`config.mk`:
```
export PLATFORM = sky130hd
export DESIGN_NAME = fetch_unit
export DESIGN_NICKNAME = d
export VERILOG_FILES = /design/src/rtl/fetch_unit.sv
export SDC_FILE = /design/constraint.sdc
export NUM_CORES = 1
export LEC_CHECK = 0
export CORE_ASPECT_RATIO = 0.6
export CORE_MARGIN = 2
export CORE_UTILIZATION = 26
export CTS_CLUSTER_DIAMETER = 40
export DETAILED_ROUTE_END_ITERATION = 16
export GPL_ROUTABILITY_DRIVEN = 0
export HOLD_SLACK_MARGIN = 0.1
export PLACE_DENSITY = 0.53
export RECOVER_POWER = 100
export SYNTH_ARGS = -nofsm -noshare
export SYNTH_HDL_FRONTEND = slang
export SYNTH_SLANG_ARGS = --single-unit
```
`constraint.sdc`:
```
create_clock -name clk -period 12.4 [get_ports clk]
set_input_delay 3.1 -clock clk [delete_from_list [all_inputs] [get_ports clk]]
set_output_delay 3.1 -clock clk [all_outputs]
set_load 0.005 [all_outputs]
```
`src/rtl/fetch_unit.sv`:
```
// fetch_unit: instruction-fetch stage of the pipelined RISC-V core.
// It holds the PC and drives a req/ready instruction-memory port, then writes
// the IF/ID pipeline register while honouring hazard-unit stalls and flushes.
// A redirect (PCSrcE) makes any in-flight fetch stale, so that response is dropped.
// Optional feature: define FETCH_MISALIGN_CHECK_EN to add the MisalignD output.
module fetch_unit #(
  parameter logic [31:0] RESET_PC = 32'h0000_0000
) (
  input  logic        clk,
  input  logic        rst,
  input  logic [31:0] pc_next,
  input  logic        PCSrcE,
  input  logic        StallF,
  input  logic        StallD,
  input  logic        FlushD,
  output logic        imem_req,
  output logic [31:0] imem_addr,
  input  logic        imem_ready,
  input  logic [31:0] imem_rdata,
  output logic [31:0] PCF,
  output logic [31:0] PCplus4F,
  output logic [31:0] InstrD,
  output logic [31:0] PCD,
  output logic [31:0] PCplus4D,
  output logic        ValidD
`ifdef FETCH_MISALIGN_CHECK_EN
  ,
  output logic        MisalignD
`endif
);

  // addi x0,x0,0 -- the canonical bubble instruction
  localparam logic [31:0] NOP_INSTR = 32'h0000_0013;

  typedef enum logic [1:0] {
    S_FETCH   = 2'd0,
    S_HOLD    = 2'd1,
    S_DISCARD = 2'd2
  } state_t;

  state_t      state_q, state_d;
  logic [31:0] pcf_q, pcf_d;
  logic [31:0] addr_q, addr_d;   // doubles as the stale-address register in DISCARD
  logic        req_q, req_d;
  logic [31:0] hold_q, hold_d;   // parked response while a stall is active
  logic [31:0] instr_q, instr_d;
  logic [31:0] pcd_q, pcd_d;
  logic [31:0] pcp4d_q, pcp4d_d;
  logic        valid_q, valid_d;
`ifdef FETCH_MISALIGN_CHECK_EN
  logic        misalign_q, misalign_d;
`endif

  logic [31:0] pcplus4;
  logic        id_write;         // load a real instruction into IF/ID
  logic        id_bubble;        // load a bubble into IF/ID
  logic [31:0] id_instr;

  // PC+4 wraps modulo 2^32 by plain 32-bit addition
  assign pcplus4 = pcf_q + 32'd4;

  // Next-state logic: FSM transitions, PC update, memory port and IF/ID contents
  always_comb begin
    state_d   = state_q;
    pcf_d     = pcf_q;
    hold_d    = hold_q;
    instr_d   = instr_q;
    pcd_d     = pcd_q;
    pcp4d_d   = pcp4d_q;
    valid_d   = valid_q;
`ifdef FETCH_MISALIGN_CHECK_EN
    misalign_d = misalign_q;
`endif
    id_write  = 1'b0;
    id_bubble = 1'b0;
    id_instr  = imem_rdata;

    case (state_q)
      S_FETCH: begin
        if (PCSrcE) begin
          // Redirect wins over stalls; the current fetch is stale either way
          pcf_d     = pc_next;
          id_bubble = !StallD;
          if (!imem_ready) begin
            state_d = S_DISCARD;
          end
        end else if (imem_ready) begin
          if (StallF || StallD) begin
            hold_d    = imem_rdata;
            state_d   = S_HOLD;
            id_bubble = !StallD;
          end else begin
            id_write = 1'b1;
            id_instr = imem_rdata;
            pcf_d    = pc_next;
          end
        end else begin
          id_bubble = !StallD;
        end
      end

      S_HOLD: begin
        if (PCSrcE) begin
          pcf_d     = pc_next;
          state_d   = S_FETCH;
          id_bubble = !StallD;
        end else if (!StallF && !StallD) begin
          // PCF did not move while holding, so it still names the parked instruction
          id_write = 1'b1;
          id_instr = hold_q;
          pcf_d    = pc_next;
          state_d  = S_FETCH;
        end else begin
          id_bubble = !StallD;
        end
      end

      S_DISCARD: begin
        if (PCSrcE) begin
          pcf_d = pc_next;
        end
        if (imem_ready) begin
          state_d = S_FETCH;
        end
        id_bubble = !StallD;
      end

      default: begin
        state_d = S_FETCH;
      end
    endcase

    // Flush overrides both stall and any pending write
    if (FlushD) begin
      instr_d = NOP_INSTR;
      valid_d = 1'b0;
`ifdef FETCH_MISALIGN_CHECK_EN
      misalign_d = 1'b0;
`endif
    end else if (id_write) begin
      instr_d = id_instr;
      pcd_d   = pcf_q;
      pcp4d_d = pcplus4;
      valid_d = 1'b1;
`ifdef FETCH_MISALIGN_CHECK_EN
      misalign_d = |pcf_q[1:0];
`endif
    end else if (id_bubble) begin
      instr_d = NOP_INSTR;
      valid_d = 1'b0;
    end

    // Registered memory port: in DISCARD the old address is simply kept
    req_d  = (state_d != S_HOLD);
    addr_d = (state_d == S_FETCH) ? pcf_d : addr_q;
  end

  // State and pipeline registers; reset abandons any outstanding request
  always_ff @(posedge clk or posedge rst) begin
    if (rst) begin
      state_q <= S_FETCH;
      pcf_q   <= RESET_PC;
      addr_q  <= RESET_PC;
      req_q   <= 1'b1;
      hold_q  <= NOP_INSTR;
      instr_q <= NOP_INSTR;
      pcd_q   <= 32'd0;
      pcp4d_q <= 32'd4;
      valid_q <= 1'b0;
`ifdef FETCH_MISALIGN_CHECK_EN
      misalign_q <= 1'b0;
`endif
    end else begin
      state_q <= state_d;
      pcf_q   <= pcf_d;
      addr_q  <= addr_d;
      req_q   <= req_d;
      hold_q  <= hold_d;
      instr_q <= instr_d;
      pcd_q   <= pcd_d;
      pcp4d_q <= pcp4d_d;
      valid_q <= valid_d;
`ifdef FETCH_MISALIGN_CHECK_EN
      misalign_q <= misalign_d;
`endif
    end
  end

  assign imem_req  = req_q;
  assign imem_addr = addr_q;
  assign PCF       = pcf_q;
  assign PCplus4F  = pcplus4;
  assign InstrD    = instr_q;
  assign PCD       = pcd_q;
  assign PCplus4D  = pcp4d_q;
  assign ValidD    = valid_q;
`ifdef FETCH_MISALIGN_CHECK_EN
  assign MisalignD = misalign_q;
`endif

endmodule

```
==> impl_metrics.tcl, run 1 <==
set metrics [dict create \
    p_comb_frac 0.275 \
    cp_max_fo 33 \
    place_ws_ps 6350 \
    synth-edff-count 0 \
    synth_nets 897 \
    antenna_cells 0 \
    holdPathEnd "PCD[29]$_DFFE_PP0P_" \
    cts_root_buf "clkbuf_16" \
    tightestPinTransition_ps 5460 \
    crit_buf_inv 2 \
    hold_depth 2 \
    clock.fmax_mhz 126 \
    layout_min_cycle_time_ps 7920 \
    firstDrtPassIters 4 \
    yosys.area.top_type "dfrtp_1" \
    p_per_area_mw_per_mm2 165 \
    ios 265 \
    synth_most_common_cell "dfrtp_1" \
    p_leak_nw 5.66 \
    post-route-drc-count 0 \
    p_int_mw 1.44 \
    core_mm2 0.0339 \
    drv_slew 437 \
    start_util 0.266 \
    grt.overflow.total 0 \
    netlist_top_cells_count "186 x dfrtp_1, 156 x nand2_1, 95 x mux2i_1" \
    async_reset_ff_frac 1.00 \
    cts_tree "built" \
    period_share 0.638 \
    cts_buffers 17 \
    track_usage 0.173 \
    cts_num_sinks 194 \
    dpl.hpwl_um 21800 \
    vias_per_cell 4.71 \
    syn-cell-area_mm2 0.00901 \
    synth_seq_cells 194 \
    p_switching_mw 0.645 \
    ctsHoldBuffers 0 \
    synth_warnings 0 \
    post_cts_resized 0 \
    grt_max_degree 119 \
    avgSynthCellArea_um2 10.9 \
    start_kind "input pin" \
    wl_per_cell_um 20.7 \
    reg2regPathDepth 6 \
    hold_path.startpoint "PCD[29]$_DFFE_PP0P_" \
    setup_tns_ps 0 \
    ant_nets 0 \
    clockBufferDepth 2 \
    slew_headroom -2.66 \
    crit_type "in -> reg" \
    path_cells "dlygate4sd3_1 -> or2_0 -> and2_0 -> nand2_1 -> inv_1 -> nor2_1 -> mux2_2" \
    final_layout_size_suffix_gt1_frac 0.119 \
    outcome "finished with violations" \
    dr_total_vias 7175 \
    h-tree-depth 4 \
    fin_area_mm2 0.0126 \
    holdCritPathClass "reg -> reg" \
    p_seq_frac 0.438 \
    r2r_setup_slack_ps 7180 \
    synth_ff_type "dfrtp_1" \
    crit_family "simple AND/OR/NAND/NOR gates" \
    die-area_mm2 0.0362 \
    dpl_cell_area_mm2 0.0120 \
    hold_viol 0 \
    die_w_um 244 \
    synth.top_cell.area_share 0.517 \
    drt-total-wl_um 31500 \
    drv_cap 9 \
    skew_ps 8.92 \
    setup_viol 0 \
    required_ps 12730 \
    synth_area_leaders "dfrtp_1 52%, mux2i_1 11%, mux2_2 9.3%" \
    power.share.switching 0.310 \
    crit_arrival_ps 8250 \
    nNetsFinal 1122 \
    n_fill_cell 3335 \
    slowest_delay_ps 2320 \
    violations "max-capacitance violations, max-slew violations" \
    r2r-start "state_q[0]$_DFF_PP0_" \
    cts_setup_buffers 0 \
    die_y_um 148 \
    p_clk_frac 0.287 \
    yosysUniqueCellTypes 39 \
    num_rows 52 \
    path_clk_slew_ps 70 \
    io_buffers 264 \
    worstSetupEndpointType "flop" \
    grt_pass1_wl_um 46300 \
    area_growth_pct 39.8 \
    vdd_drop_max_v 0.0000900 \
    ys_seq_area_frac 0.540 \
    drt_iter0_drc 431 \
    clk-insertion-delay-late_ps 450 \
    grt_pass1_vias 6989 \
    setup_ws_ps 4480 \
    antenna_found_initial 1 \
    r2r_end "imem_addr[23]$_DFFE_PP0N_" \
    rsz0062_at_grt "false" \
    synth_cells 825 \
    critPathSlowestCell "nor2_1" \
]
-- registers in the layout, indices dropped and copies added, names as in the netlist --
register and count:
imem_addr 32, InstrD 32, state_q 2, imem_req 1, PCD 32, hold_q 32, PCplus4D 30, ValidD 1
PCF 32
-- worst min-delay path, stage by stage, from the launching register on --
cell and delay (ps):
dfrtp_1 340, nand2_1 50, nand2_1 50
-- area by class of cell --
class,count,area [um2],share of cell area
clock inverter,14,191,0.0152
tap,459,574,0.0456
clock buffer,18,429,0.0341
inverter,8,31.3,0.00248
sequential,194,4860,0.386
multi-input combinational,557,3820,0.303
timing repair buffer,272,2680,0.213
-- placed cells by master, fill, tap and decap left out, types with 9 or more instances in the layout --
| cell type | n |
|---|---|
| dlygate4sd3_1 | 195 |
| dfrtp_1 | 186 |
| nand2_1 | 155 |
| mux2i_1 | 95 |
| mux2_2 | 74 |
| clkdlybuf4s50_1 | 69 |
| nor2_1 | 52 |
| o21ai_0 | 39 |
| o32ai_1 | 31 |
| clkbuf_16 | 17 |
| a31oi_1 | 15 |
| nand4_1 | 14 |
| or4_1 | 11 |
| o31ai_1 | 10 |
| nand3_1 | 9 |
| xnor2_1 | 9 |
-- power by group through the flow --
stage                     clock network (mW)  registers [mW]  logic (mW)
after floorplan                            0           0.885       0.248
after global placement                     0           0.924       0.630
after detailed placement                   0           0.929       0.633
after CTS                              0.618           0.918       0.636
after global routing                   0.643           0.935       0.627
final                                  0.598           0.911       0.573
-- how the worst max path moves through the flow --
| stage | start | to | depth (start not counted) |
|---|---|---|---|
| final | imem_ready | imem_addr[23]$_DFFE_PP0N_ | 7 |
| after CTS | PCF[2]$_DFF_PP0_ | PCplus4F[28] | 6 |
| after detailed placement | imem_ready | imem_addr[1]$_DFFE_PP0N_ | 7 |
| after floorplan | rst | InstrD[10]$_DFFE_PP0P_ | 1 |
| after global routing | rst | PCplus4D[18]$_DFFE_PP0P_ | 3 |
| after global placement | imem_ready | imem_addr[12]$_DFFE_PP0N_ | 7 |
-- routing by layer --
layer,routed length (um),track usage,up-vias
met5,12,0,-
li1,-,-,3368
met1,15100,0.246,3574
met3,1990,0.0489,36
met2,13700,0.254,195
met4,617,0.0561,2
-- logic make-up (layout without fill, tap and decap cells) --
logic type,after synthesis,in the layout,share of synthesized area
XOR/XNOR,13,13,0.0126
multiplexers,169,169,0.198
flip-flops,194,194,0.540
adder cells (fa/ha/maj),1,1,0.00139
AND/OR/NAND/NOR,270,270,0.132
buffers and inverters,74,312,0.0385
AO/OA/AOI/OAI,104,104,0.0771
-- stage by stage --
stage               hold slack (ps)  std cells  power, mW  utilization
global route                    501       1522       2.21        0.372
global placement                460       1490       1.55        0.354
detailed placement              462       1490       1.56        0.354
finish                          470       1522       2.08        0.372
CTS                             479       1522       2.17        0.373
floorplan                       470        825       1.13            -
Power figures use the tool's default switching activity.
==> run 2: changes to the inputs <==
--- a/config.mk
+++ b/config.mk
@@ -12,7 +12,7 @@
 export DETAILED_ROUTE_END_ITERATION = 16
 export GPL_ROUTABILITY_DRIVEN = 0
 export HOLD_SLACK_MARGIN = 0.1
-export PLACE_DENSITY = 0.53
+export PLACE_DENSITY = 0.55
 export RECOVER_POWER = 100
 export SYNTH_ARGS = -nofsm -noshare
 export SYNTH_HDL_FRONTEND = slang
==> constraint.sdc (replaced) <==
create_clock -name clk -period 7.2 [get_ports clk]
set_input_delay 1.8 -clock clk [delete_from_list [all_inputs] [get_ports clk]]
set_output_delay 1.8 -clock clk [all_outputs]
set_load 0.005 [all_outputs]
==> run 2 against run 1 <==
Effect of this change: sequential cell count stayed put; via count hardly changed; largest cell class unchanged; the flow still finishes with violations (max-capacitance violations, max-slew violations); core utilization is 0.067 points lower.
==> impl_metrics.tcl, run 2 (synthesis gave the netlist of run 1 again) <==
set metrics [dict create \
    outcome "finished with violations" \
    violations "max-capacitance violations, max-slew violations" \
    p_leak_nw 5.65 \
    crit_buf_inv 3 \
    track_usage 0.173 \
    path_clk_slew_ps 70 \
    area_growth_pct 39.6 \
    clk-insertion-delay-late_ps 450 \
    clockBufferDepth 2 \
    io_buffers 264 \
    drv_cap 8 \
    cts_root_buf "clkbuf_16" \
    dpl_cell_area_mm2 0.0120 \
    core_mm2 0.0339 \
    setup_ws_ps 1310 \
    ios 265 \
    dr_total_vias 7179 \
    grt_pass1_wl_um 46100 \
    period_share 0.818 \
    post-route-drc-count 0 \
    slowest_delay_ps 1950 \
    layout_min_cycle_time_ps 5890 \
    firstDrtPassIters 5 \
    cp_common_cell "clkbuf_1" \
    layout_commonest_cell "dlygate4sd3_1" \
    h-tree-depth 4 \
    nNetsFinal 1123 \
    cts_setup_buffers 0 \
    worstSetupEndpointType "flop" \
    p_per_area_mw_per_mm2 280 \
    cts_buffers 17 \
    dpl.hpwl_um 21800 \
    start_util 0.266 \
    cp_max_fo 40 \
    vias_per_cell 4.71 \
    setup_tns_ps 0 \
    skew_ps 11.7 \
    total_power_mw 3.52 \
    drt-total-wl_um 31500 \
    final_cell_mix "195 x dlygate4sd3_1, 186 x dfrtp_1, 156 x nand2_1" \
    drt_iter0_drc 390 \
    setup_viol 0 \
    start_kind "input pin" \
    final_layout_size_suffix_gt1_frac 0.120 \
    crit_family "buffers and inverters" \
    crit_arrival_ps 6130 \
    drv_slew 370 \
    hold_viol 0 \
    antenna_found_initial 1 \
    tightestPinTransition_ps 4050 \
    slew_headroom -1.70 \
    ctsHoldBuffers 0 \
    critPathSlowestCell "clkbuf_1" \
    grt.overflow.total 0 \
    cts_num_sinks 194 \
    grt_max_degree 111 \
    post_cts_resized 0 \
    place_ws_ps 2480 \
    required_ps 7430 \
    wl_per_cell_um 20.7 \
    holdCritPathClass "reg -> reg" \
    clock.fmax_mhz 170 \
    path_cells "dlygate4sd3_1 -> nor2_4 -> clkbuf_1 -> nand4_1 -> clkbuf_1 -> nand2_1 -> o21ai_0" \
    fin_area_mm2 0.0126 \
    die-area_mm2 0.0362 \
    ant_nets 0 \
    rsz0062_at_grt "false" \
    grt_pass1_vias 6910 \
    die_w_um 244 \
    num_rows 52 \
    die_y_um 148 \
    crit_type "in -> reg" \
    vdd_drop_max_v 0.000148 \
    cts_tree "built" \
]
==> run 2: cell types whose count changed in the layout (fill, tap and decap cells not counted), sizes merged <==
cell      change
diode         +1
clkinvlp      +2
bufinv        -2
buf           +1
==> run 2: worst reg2reg max path: stages, from the launching register on <==
cell and delay, ps:
dfrtp_1 480, or2_0 360, and2_0 1000, nand2_1 370, inv_1 110, nor2_2 1450, mux2_2 460
==> run 2: metrics by stage <==
stage	hold slack, ps	cells	utilization
5_1_grt	495	1523	0.371
6_report	469	1524	0.371
2_1_floorplan	470	825	-
4_1_cts	482	1523	0.372
3_3_place_gp	458	1491	0.355
3_5_place_dp	463	1491	0.355
==> run 2: layer usage <==
layer,track usage,part of all wire,vias up,wire (um)
met1,0.243,0.48,3581,15200
met2,0.260,0.44,189,14000
met3,0.0498,0.060,24,1900
met5,0,0.00022,-,7
li1,-,-,3383,-
met4,0.0451,0.014,2,426
==> run 2: worst paths after layout <==
kind / startpoint / end / slack, ps / depth (start not counted)
hold / removal: PCD[22]$_DFFE_PP0P_ / PCD[22]$_DFFE_PP0P_ / 470 / 2
hold reg to reg: PCD[22]$_DFFE_PP0P_ / PCD[22]$_DFFE_PP0P_ / 470 / 2
setup reg to reg: state_q[0]$_DFF_PP0_ / imem_addr[6]$_DFFE_PP0N_ / 2850 / 6
min in group asynchronous: rst / PCplus4D[22]$_DFFE_PP0P_ / 2940 / 2
setup / recovery: StallD / PCD[25]$_DFFE_PP0P_ / 1310 / 7
max in group asynchronous: rst / PCplus4D[16]$_DFFE_PP0P_ / 2360 / 2
==> run 2: power by group <==
| part | internal [mW] | switching [mW] | total [mW] |
|---|---|---|---|
| Sequential | 1.34 | 0.222 | 1.57 |
| Combinational | 0.571 | 0.419 | 0.991 |
| Clock | 0.490 | 0.472 | 0.961 |
| Total | 2.40 | 1.11 | 3.52 |
==> run 2: area by class of cell <==
class	count	area, um2
multi-input cells	557	3820
inverters	8	31.3
clock inverters	14	144
diodes	1	2.50
clock buffers	18	429
well taps	459	574
repair buffers	273	2710
fillers	3406	21300
flip-flops and latches	194	4860
==> run 3: changes to the inputs <==
--- a/config.mk
+++ b/config.mk
@@ -12,7 +12,7 @@
 export DETAILED_ROUTE_END_ITERATION = 16
 export GPL_ROUTABILITY_DRIVEN = 0
 export HOLD_SLACK_MARGIN = 0.1
-export PLACE_DENSITY = 0.55
+export PLACE_DENSITY = 0.53
 export RECOVER_POWER = 100
 export SYNTH_ARGS = -nofsm -noshare
 export SYNTH_HDL_FRONTEND = slang
==> constraint.sdc (replaced) <==
create_clock -name clk -period 5.97 [get_ports clk]
set_input_delay 1.4925 -clock clk [delete_from_list [all_inputs] [get_ports clk]]
set_output_delay 1.4925 -clock clk [all_outputs]
set_load 0.005 [all_outputs]
==> run 3 against run 2 <==
Effect of this change: the run still ends with max-capacitance violations, max-slew violations left; total power up 21%; core utilization is essentially flat; clock power grew 20%; count of clock-buffer cells in the layout down 1; critical path depth fell by 1; non-clock buffer count rose by 2; via count about the same; highest routed layer is now met4; sequential power up 21%; critical path type unchanged.
==> impl_metrics.tcl, run 3 (synthesis gave the netlist of run 1 again) <==
set metrics [dict create \
    cts_setup_buffers 0 \
    rsz0062_at_grt "false" \
    die-area_mm2 0.0362 \
    clockBufferDepth 2 \
    crit_arrival_ps 5540 \
    wl_per_cell_um 21.1 \
    die_w_um 244 \
    critPathSlowestCell "nor2_1" \
    ctsHoldBuffers 0 \
    period_share 0.872 \
    ios 265 \
    hold_path.startpoint "PCD[23]$_DFFE_PP0P_" \
    worstSetupEndpointType "flop" \
    grt_max_degree 110 \
    cts_tree "built" \
    holdPathEnd "PCD[23]$_DFFE_PP0P_" \
    setup_viol 0 \
    area_growth_pct 39.6 \
    p_leak_nw 5.65 \
    required_ps 6300 \
    clock.fmax_mhz 192 \
    p_per_area_mw_per_mm2 337 \
    clk-insertion-delay-late_ps 450 \
    layout_commonest_cell "dlygate4sd3_1" \
    start_kind "input pin" \
    cts_num_sinks 194 \
    slowest_delay_ps 1400 \
    r2r-start "state_q[0]$_DFF_PP0_" \
    skew_ps 10.3 \
    vdd_drop_max_v 0.000186 \
    antenna_cells 0 \
    nNetsFinal 1125 \
    cts_buffers 17 \
    ant_nets 0 \
    tightestPinTransition_ps 2540 \
    hold_depth 2 \
    grt_pass1_wl_um 47400 \
    final_cell_mix "196 x dlygate4sd3_1, 186 x dfrtp_1, 156 x nand2_1" \
    layout_min_cycle_time_ps 5210 \
    violations "max-capacitance violations, max-slew violations" \
    num_rows 52 \
    path_cells "dlygate4sd3_1 -> nor2_1 -> clkbuf_1 -> mux2i_1 -> o32ai_1 -> mux2_2" \
    die_y_um 148 \
    track_usage 0.177 \
    fin_area_mm2 0.0126 \
    grt_pass1_vias 7211 \
    final_layout_size_suffix_gt1_frac 0.122 \
    hold_ws_ps 471 \
    firstDrtPassIters 5 \
    total_power_mw 4.24 \
    r2r_end "imem_addr[28]$_DFFE_PP0N_" \
    start_util 0.266 \
    final_cells 1525 \
    cts_root_buf "clkbuf_16" \
    h-tree-depth 4 \
    placedCellCount 1493 \
    drv_cap 7 \
    post_cts_resized 0 \
    io_buffers 264 \
    setup_tns_ps 0 \
    r2r_setup_slack_ps 2290 \
    post-route-drc-count 0 \
    antenna_found_initial 1 \
    drt_iter0_drc 420 \
    drv_slew 266 \
    grt.overflow.total 0 \
    vias_per_cell 4.71 \
    holdCritPathClass "reg -> reg" \
    path_clk_slew_ps 80 \
    drt-total-wl_um 32100 \
    reg2regPathDepth 6 \
    slew_headroom -0.692 \
    cp_max_fo 18 \
    core_mm2 0.0339 \
    outcome "finished with violations" \
    crit_type "in -> reg" \
    hold_viol 0 \
    dpl.hpwl_um 22400 \
    dpl_cell_area_mm2 0.0120 \
    dr_total_vias 7180 \
]
run 3: metrics by stage:
stage	util	setup WS, ps
floorplan	-	1980
global placement	0.355	1630
detailed placement	0.355	1600
CTS	0.372	1100
global route	0.371	524
finish	0.371	763
run 3: critical path, delay by kind of cell:
family,cells,cell delay (ps)
buffers and inverters,2,1790
and+or+nand+nor,1,1400
muxes,2,710
AOI/OAI and AO/OA,1,140
run 3: how the worst max path moves through the flow:
stage	start	cells past startpoint	slack, ps	end
5_1_grt	StallD	6	520	imem_addr[4]$_DFFE_PP0N_
4_1_cts	PCF[2]$_DFF_PP0_	6	1100	PCplus4F[28]
3_3_place_gp	imem_ready	7	1630	imem_addr[9]$_DFFE_PP0N_
6_report	StallD	6	760	imem_addr[28]$_DFFE_PP0N_
3_5_place_dp	imem_ready	7	1600	imem_addr[28]$_DFFE_PP0N_
2_1_floorplan	rst	1	1980	InstrD[10]$_DFFE_PP0P_
run 3: power breakdown:
| group | internal, mW | leakage, nW | total, mW | switching, mW |
|---|---|---|---|---|
| logic | 0.688 | 2.99 | 1.20 | 0.509 |
| registers | 1.62 | 2.38 | 1.90 | 0.278 |
| clock network | 0.556 | 0.274 | 1.15 | 0.590 |
run 3: metal layers:
layer | GRT usage | vias to the layer above | wire, um
li1 | - | 3372 | -
met1 | 0.251 | 3598 | 15700
met2 | 0.267 | 179 | 14200
met3 | 0.0476 | 31 | 1730
met4 | 0.0476 | 0 | 502
met5 | 0 | - | 0
run 3: area by class of cell:
| cell class | count | area, um2 |
|---|---|---|
| Tap cell | 459 | 574 |
| Clock inverter | 15 | 139 |
| Timing Repair Buffer | 275 | 2720 |
| Multi-Input combinational cell | 557 | 3810 |
| Clock buffer | 17 | 425 |
| Sequential cell | 194 | 4860 |
| Fill cell | 3372 | 21300 |
| Inverter | 8 | 31.3 |
